### config.mk
export PLATFORM = sky130hd
export DESIGN_NAME = multicycle_controller
export DESIGN_NICKNAME = d
export VERILOG_FILES = /design/src/rtl/riscv_ctrl_pkg.sv /design/src/rtl/multicycle_controller_alu_decoder.sv /design/src/rtl/multicycle_controller.sv
export SDC_FILE = /design/constraint.sdc
export NUM_CORES = 1
export LEC_CHECK = 0
export ABC_AREA = 1
export CAP_MARGIN = 15
export CORE_ASPECT_RATIO = 1.75
export CORE_MARGIN = 5
export CORE_UTILIZATION = 29
export CTS_BUF_LIST = sky130_fd_sc_hd__clkbuf_2
export DETAILED_ROUTE_END_ITERATION = 8
export PLACE_DENSITY_LB_ADDON = 0.12
export SLEW_MARGIN = 30
export SYNTH_ARGS = -nofsm -noshare
export SYNTH_HDL_FRONTEND = slang
export SYNTH_SLANG_ARGS = --single-unit
### constraint.sdc
create_clock -name clk -period 1 [get_ports clk]
set_input_delay 0.15 -clock clk [delete_from_list [all_inputs] [get_ports clk]]
set_output_delay 0.15 -clock clk [all_outputs]
set_load 0.05 [all_outputs]
### src/rtl/riscv_ctrl_pkg.sv
// Shared encodings for the multicycle RISC-V control unit.
// States, opcodes and datapath mux selects live here.
package riscv_ctrl_pkg;

  typedef enum logic [3:0] {
    S_FETCH    = 4'd0,
    S_DECODE   = 4'd1,
    S_MEMADR   = 4'd2,
    S_MEMREAD  = 4'd3,
    S_MEMWB    = 4'd4,
    S_MEMWRITE = 4'd5,
    S_EXECR    = 4'd6,
    S_EXECI    = 4'd7,
    S_ALUWB    = 4'd8,
    S_BRANCH   = 4'd9,
    S_JUMP     = 4'd10,
    S_JALRADR  = 4'd11,
    S_LUI      = 4'd12,
    S_AUIPC    = 4'd13
  } state_t;

  localparam logic [6:0] OP_LOAD   = 7'b0000011;
  localparam logic [6:0] OP_STORE  = 7'b0100011;
  localparam logic [6:0] OP_R      = 7'b0110011;
  localparam logic [6:0] OP_I      = 7'b0010011;
  localparam logic [6:0] OP_BRANCH = 7'b1100011;
  localparam logic [6:0] OP_JAL    = 7'b1101111;
  localparam logic [6:0] OP_JALR   = 7'b1100111;
  localparam logic [6:0] OP_LUI    = 7'b0110111;
  localparam logic [6:0] OP_AUIPC  = 7'b0010111;

  localparam logic [2:0] IMM_I = 3'b000;
  localparam logic [2:0] IMM_S = 3'b001;
  localparam logic [2:0] IMM_B = 3'b010;
  localparam logic [2:0] IMM_J = 3'b011;
  localparam logic [2:0] IMM_U = 3'b100;

  localparam logic [3:0] ALU_ADD  = 4'b0000;
  localparam logic [3:0] ALU_SUB  = 4'b0001;
  localparam logic [3:0] ALU_AND  = 4'b0010;
  localparam logic [3:0] ALU_OR   = 4'b0011;
  localparam logic [3:0] ALU_XOR  = 4'b0100;
  localparam logic [3:0] ALU_SLT  = 4'b0101;
  localparam logic [3:0] ALU_SLL  = 4'b0110;
  localparam logic [3:0] ALU_SRL  = 4'b0111;
  localparam logic [3:0] ALU_SRA  = 4'b1000;
  localparam logic [3:0] ALU_SLTU = 4'b1001;

  localparam logic [1:0] RES_ALUOUT = 2'b00;
  localparam logic [1:0] RES_DATA   = 2'b01;
  localparam logic [1:0] RES_ALURES = 2'b10;
  localparam logic [1:0] RES_IMM    = 2'b11;

  localparam logic [1:0] SRCA_PC    = 2'b00;
  localparam logic [1:0] SRCA_OLDPC = 2'b01;
  localparam logic [1:0] SRCA_A     = 2'b10;

  localparam logic [1:0] SRCB_WD  = 2'b00;
  localparam logic [1:0] SRCB_IMM = 2'b01;
  localparam logic [1:0] SRCB_4   = 2'b10;

  localparam logic [1:0] MODE_ADD   = 2'b00;
  localparam logic [1:0] MODE_SUB   = 2'b01;
  localparam logic [1:0] MODE_FUNCT = 2'b10;

  function automatic logic is_legal(input logic [6:0] op);
    case (op)
      OP_LOAD, OP_STORE, OP_R, OP_I, OP_BRANCH,
      OP_JAL, OP_JALR, OP_LUI, OP_AUIPC: return 1'b1;
      default: return 1'b0;
    endcase
  endfunction

endpackage

### src/rtl/multicycle_controller_alu_decoder.sv
// ALU operation select from funct fields and controller mode.
// Address/branch phases force ADD or SUB regardless of funct.
module alu_decoder
  import riscv_ctrl_pkg::*;
(
  input  logic [2:0] funct3,
  input  logic       funct7b5,
  input  logic       is_rtype,
  input  logic [1:0] alu_mode,
  output logic [3:0] ALUControl
);

  always_comb begin
    ALUControl = ALU_ADD;
    if (alu_mode == MODE_SUB) begin
      ALUControl = ALU_SUB;
    end else if (alu_mode == MODE_FUNCT) begin
      case (funct3)
        3'b000:  ALUControl = (is_rtype && funct7b5)
                              ? ALU_SUB : ALU_ADD;
        3'b001:  ALUControl = ALU_SLL;
        3'b010:  ALUControl = ALU_SLT;
        3'b011:  ALUControl = ALU_SLTU;
        3'b100:  ALUControl = ALU_XOR;
        3'b101:  ALUControl = funct7b5 ? ALU_SRA : ALU_SRL;
        3'b110:  ALUControl = ALU_OR;
        default: ALUControl = ALU_AND;
      endcase
    end
  end

endmodule

### src/rtl/multicycle_controller.sv
// Moore control FSM for a multicycle RV32I datapath.
// Write enables are held low for as long as reset is high.
module multicycle_controller
  import riscv_ctrl_pkg::*;
(
  input  logic        clk,
  input  logic        reset,
  input  logic [31:0] instr,
  input  logic        Zero,
  input  logic        cout,
  input  logic        overflow,
  input  logic        sign,
  output logic [2:0]  ImmSrc,
  output logic [3:0]  ALUControl,
  output logic [1:0]  ResultSrc,
  output logic [1:0]  ALUSrcA,
  output logic [1:0]  ALUSrcB,
  output logic        AdrSrc,
  output logic        IRWrite,
  output logic        RegWrite,
  output logic        MemWrite,
  output logic        PCWrite,
  output logic        illegal,
  output logic [3:0]  state
);

  state_t     state_q;
  state_t     next;
  logic [6:0] opcode;
  logic [2:0] funct3;
  logic       funct7b5;
  logic [1:0] alu_mode;
  logic       ir_en, rw_en, mw_en, pc_en, ill;
  logic       taken;
  logic       unused;

  assign opcode   = instr[6:0];
  assign funct3   = instr[14:12];
  assign funct7b5 = instr[30];
  assign unused   = ^{instr[31], instr[29:15], instr[11:7]};

  always_ff @(posedge clk) begin
    if (reset) state_q <= S_FETCH;
    else       state_q <= next;
  end

  always_comb begin
    next = S_FETCH;
    case (state_q)
      S_FETCH: next = S_DECODE;
      S_DECODE: begin
        case (opcode)
          OP_LOAD, OP_STORE: next = S_MEMADR;
          OP_R:      next = S_EXECR;
          OP_I:      next = S_EXECI;
          OP_BRANCH: next = S_BRANCH;
          OP_JAL:    next = S_JUMP;
          OP_JALR:   next = S_JALRADR;
          OP_LUI:    next = S_LUI;
          OP_AUIPC:  next = S_AUIPC;
          default:   next = S_FETCH;
        endcase
      end
      S_MEMADR: next = (opcode == OP_LOAD)
                       ? S_MEMREAD : S_MEMWRITE;
      S_MEMREAD: next = S_MEMWB;
      S_EXECR, S_EXECI, S_JUMP, S_AUIPC:
        next = S_ALUWB;
      S_JALRADR: next = S_JUMP;
      default: next = S_FETCH;
    endcase
  end

  // funct3 010/011 are not branches and never redirect
  always_comb begin
    taken = 1'b0;
    case (funct3)
      3'b000:  taken = Zero;
      3'b001:  taken = ~Zero;
      3'b100:  taken = sign ^ overflow;
      3'b101:  taken = ~(sign ^ overflow);
      3'b110:  taken = ~cout;
      3'b111:  taken = cout;
      default: taken = 1'b0;
    endcase
  end

  always_comb begin
    ImmSrc    = IMM_I;
    ResultSrc = RES_ALUOUT;
    ALUSrcA   = SRCA_PC;
    ALUSrcB   = SRCB_WD;
    AdrSrc    = 1'b0;
    alu_mode  = MODE_ADD;
    ir_en     = 1'b0;
    rw_en     = 1'b0;
    mw_en     = 1'b0;
    pc_en     = 1'b0;
    ill       = 1'b0;
    case (state_q)
      S_FETCH: begin
        ir_en     = 1'b1;
        ALUSrcB   = SRCB_4;
        ResultSrc = RES_ALURES;
        pc_en     = 1'b1;
      end
      S_DECODE: begin
        ALUSrcA = SRCA_OLDPC;
        ALUSrcB = SRCB_IMM;
        ImmSrc  = (opcode == OP_JAL) ? IMM_J : IMM_B;
        ill     = ~is_legal(opcode);
      end
      S_MEMADR: begin
        ALUSrcA = SRCA_A;
        ALUSrcB = SRCB_IMM;
        ImmSrc  = (opcode == OP_LOAD) ? IMM_I : IMM_S;
      end
      S_MEMREAD: AdrSrc = 1'b1;
      S_MEMWB: begin
        ResultSrc = RES_DATA;
        rw_en     = 1'b1;
      end
      S_MEMWRITE: begin
        AdrSrc = 1'b1;
        mw_en  = 1'b1;
      end
      S_EXECR: begin
        ALUSrcA  = SRCA_A;
        alu_mode = MODE_FUNCT;
      end
      S_EXECI: begin
        ALUSrcA  = SRCA_A;
        ALUSrcB  = SRCB_IMM;
        alu_mode = MODE_FUNCT;
      end
      S_ALUWB: rw_en = 1'b1;
      S_BRANCH: begin
        ALUSrcA  = SRCA_A;
        alu_mode = MODE_SUB;
        pc_en    = taken;
      end
      S_JALRADR: begin
        ALUSrcA = SRCA_A;
        ALUSrcB = SRCB_IMM;
      end
      S_JUMP: begin
        ALUSrcA = SRCA_OLDPC;
        ALUSrcB = SRCB_4;
        pc_en   = 1'b1;
      end
      S_LUI: begin
        ImmSrc    = IMM_U;
        ResultSrc = RES_IMM;
        rw_en     = 1'b1;
      end
      S_AUIPC: begin
        ALUSrcA = SRCA_OLDPC;
        ALUSrcB = SRCB_IMM;
        ImmSrc  = IMM_U;
      end
      default: ;
    endcase
  end

  alu_decoder u_alu_dec (
    .funct3     (funct3),
    .funct7b5   (funct7b5),
    .is_rtype   (opcode == OP_R),
    .alu_mode   (alu_mode),
    .ALUControl (ALUControl)
  );

  assign IRWrite  = ir_en & ~reset;
  assign RegWrite = rw_en & ~reset;
  assign MemWrite = mw_en & ~reset;
  assign PCWrite  = pc_en & ~reset;
  assign illegal  = ill & ~reset;
  assign state    = state_q;

endmodule

==> impl_metrics.json <==
{
  "setup_viol": 26,
  "routed_wl_um": 4190,
  "crit_buf_inv": 4,
  "violations": "setup timing",
  "areaGrowthSynthToFinish_pct": 181,
  "core_area_um2": 2330,
  "ys_types": 25,
  "start_util_pct": 30.5,
  "drv_slew": 0,
  "crit_path_start_kind": "register",
  "maxSlewHeadroom_pct": 81.4,
  "gp_congestion": 0.858,
  "syn_inst": 137,
  "dp.final_hpwl_um": 2570,
  "run_status": "complete, but fails checks",
  "maxCapViolCount": 0,
  "clk_path_buf_depth": 2,
  "die-width_um": 47.4,
  "clockRootBuffer": "clkbuf_2",
  "regArea_um2": 95.1,
  "hold_buffers": 0,
  "drt_iter0_markers": 34,
  "critical-path-max-stage-delay_ns": 0.36,
  "syn_avg_cell_area_um2": 5.19,
  "cp_cell_sequence": "inv_2 > buf_6 > nand4_1 > nand2_2 > inv_2 > a21oi_4 > buf_12",
  "synth_edf_count": 0,
  "pre_cts_slack_ns": -0.696,
  "ant_nets": 0,
  "tns_ns": -11.26,
  "reg2reg_to": "state[3]$_SDFF_PP0_",
  "synth_flop_cell": "dfxtp_1",
  "antenna_found_initial": 0,
  "wl_per_cell_um": 16.8,
  "ys_seq_elements": 4,
  "numCtsBuffers": 3,
  "htreeDepth": 1,
  "largest_reg_flops": 4,
  "die-area_um2": 3580,
  "fin_nets": 264,
  "synth_area_leaders": "nand2_1 22%, dfxtp_1 11%, inv_1 10%",
  "hold_viol_final": 0,
  "clk_pin_slew_worst_paths_ns": 0.05,
  "reg2reg_setup_slack_ns": -0.43,
  "row_count": 23,
  "synth_top_area_share_pct": 21.7,
  "clock-sinks": 4,
  "io_buffers": 39,
  "fmax_mhz": 617,
  "grt_max_degree": 8,
  "crit_required_ns": 0.85,
  "cp_max_fo": 3,
  "ir_drop_v": 0.000334,
  "timing.final.ws_setup_ns": -0.620,
  "placed_area_um2": 1750,
  "fillCellCount": 133,
  "timing.rr.start": "state[2]$_SDFF_PP0_",
  "finClkSkew_ns": 0.00146,
  "power_density_nw_per_um2": 539,
  "ioPinCount": 61,
  "hold_path_class": "primary input to register",
  "crit_family": "buffers and inverters",
  "tritoncts": "done",
  "instances_no_fill": 249,
  "track_usage_pct": 20.2,
  "ys_warn_count": 0,
  "antenna_cells": 0,
  "cp-end-kind": "output pin",
  "grt_pass1_vias": 1244,
  "dr.pass1.iters": 4,
  "place_inst": 233,
  "ys_top_cells_by_count": "41 x nand2_1, 19 x inv_1, 16 x nor2_1",
  "crit_path_frequent_cell": "inv_2",
  "layout_min_cycle_time_ns": 1.62,
  "slowest_stage": "dfxtp_4",
  "vias": 1299,
  "grt_pass1_wl_um": 5270,
  "worst-setup-path-type": "register to output pin",
  "min_period_over_period_pct": 162,
  "syn_nets": 175,
  "ys_seq_area_share_pct": 11.3,
  "overflow": 0,
  "min_from": "instr[6]",
  "synth-async-reset-ratio_pct": 0,
  "syn_area_um2": 711,
  "route.detailed.drc": 0,
  "critPathArrivalTime_ns": 1.47,
  "design_area_um2": 2000,
  "yosysMostFrequentCell": "nand2_1",
  "hold_depth": 4,
  "viasPerCell": 5.22,
  "synth.largest_area_cell": "nand2_1",
  "min_to": "state[0]$_SDFF_PP0_",
  "leakage_nw": 0.968,
  "multi_input_area_um2": 744,
  "rsz0062_at_grt": "true",
  "clock_latency_ns": 0.22,
  "die_h_um": 75.5,
  "reg2regPathDepth": 9,
  "layout-drive-gt1-share_pct": 57.6,
  "worst_slew_pin_slew_ns": 0.278
}
## cell families after synthesis
family / Yosys count / share of synthesized area, %
buffers and inverters: 29 / 16.5
AOI/OAI and AO/OA: 16 / 12.9
and+or+nand+nor: 88 / 59.3
DFF: 4 / 11.3
## cells in the final DEF (no fill, tap or decap)
| cell | n |
|---|---|
| nand3_1 | 12 |
| inv_2 | 7 |
| o211ai_1 | 1 |
| inv_4 | 2 |
| nand3b_1 | 2 |
| nor2_4 | 10 |
| nor2_1 | 7 |
| o21ai_4 | 2 |
| nor2_2 | 4 |
| nor3b_4 | 1 |
| o21ai_2 | 2 |
| a31oi_1 | 1 |
| nor3_1 | 2 |
| nand2_4 | 7 |
| clkbuf_16 | 1 |
| dfxtp_4 | 4 |
| inv_1 | 15 |
| buf_12 | 21 |
| o21ai_0 | 2 |
| inv_6 | 1 |
| dlygate4sd2_1 | 13 |
| buf_4 | 39 |
| nand3_2 | 1 |
| o21ai_1 | 1 |
| o21a_1 | 1 |
| nor3_4 | 2 |
| nand2_1 | 30 |
| nand4_1 | 4 |
| clkdlybuf4s50_1 | 3 |
| a21oi_1 | 1 |
| a31oi_4 | 1 |
| clkbuf_2 | 3 |
| inv_8 | 1 |
| nand2_2 | 6 |
| o2111ai_4 | 1 |
| buf_6 | 10 |
| a21oi_4 | 2 |
| a21oi_2 | 1 |
## per-stage QoR
step	hold WS [ns]	util [%]	total power [mW]
6_report	0.511	85.6	1.08
5_1_grt	0.571	85.6	1.11
4_1_cts	0.515	81.6	1.02
3_5_place_dp	0.753	75.0	0.829
3_3_place_gp	0.749	75.0	0.815
2_1_floorplan	0.391	-	0.471
## worst reg2reg max path: cells and delay by family, from the launching register on
family / cells / cell delay [ns]
buffers and inverters: 3 / 0.32
flip-flops: 1 / 0.38
AND/OR/NAND/NOR: 5 / 0.42
AO/OA/AOI/OAI: 1 / 0.20
## worst max-delay path by stage
stage	end	slack, ns	start	cells past startpoint
3_3_place_gp	PCWrite	-0.62	instr[12]	9
4_1_cts	illegal	-0.54	state[2]$_SDFF_PP0_	6
2_1_floorplan	illegal	-0.60	state[1]$_SDFF_PP0_	8
6_report	PCWrite	-0.62	state[2]$_SDFF_PP0_	7
3_5_place_dp	PCWrite	-0.70	instr[12]	9
5_1_grt	PCWrite	-0.67	state[2]$_SDFF_PP0_	7
## layer usage
metal	global-route usage, %	up-vias	share of wire, %
met1	19.0	611	30
met2	41.0	58	60
li1	-	610	-
met3	1.65	20	4.6
met4	8.00	0	5.4
met5	0	-	0
## area by class of cell
cell class                 instances  share of cell area (%)
multi-input combinational        104                    37.3
tap                               25                    1.57
clock buffer                       3                   0.752
timing repair buffer              87                    49.8
inverter                          26                    5.77
sequential                         4                    4.76
## report_power, final
part           leakage (nW)  switching (mW)  internal, mW  total, mW
logic                 0.920           0.393         0.355      0.748
clock network        0.0125          0.0766        0.0807      0.157
registers            0.0355          0.0133         0.157      0.170
total                 0.968           0.482         0.593       1.08
## timing repair
action                                  4_1_cts  5_1_grt
endpoints found under the setup margin       27       27
buffers inserted                              8        6
pin swaps                                    17        7
gates resized for setup                      42       16
Note: power is estimated with default switching activity, not from simulation.
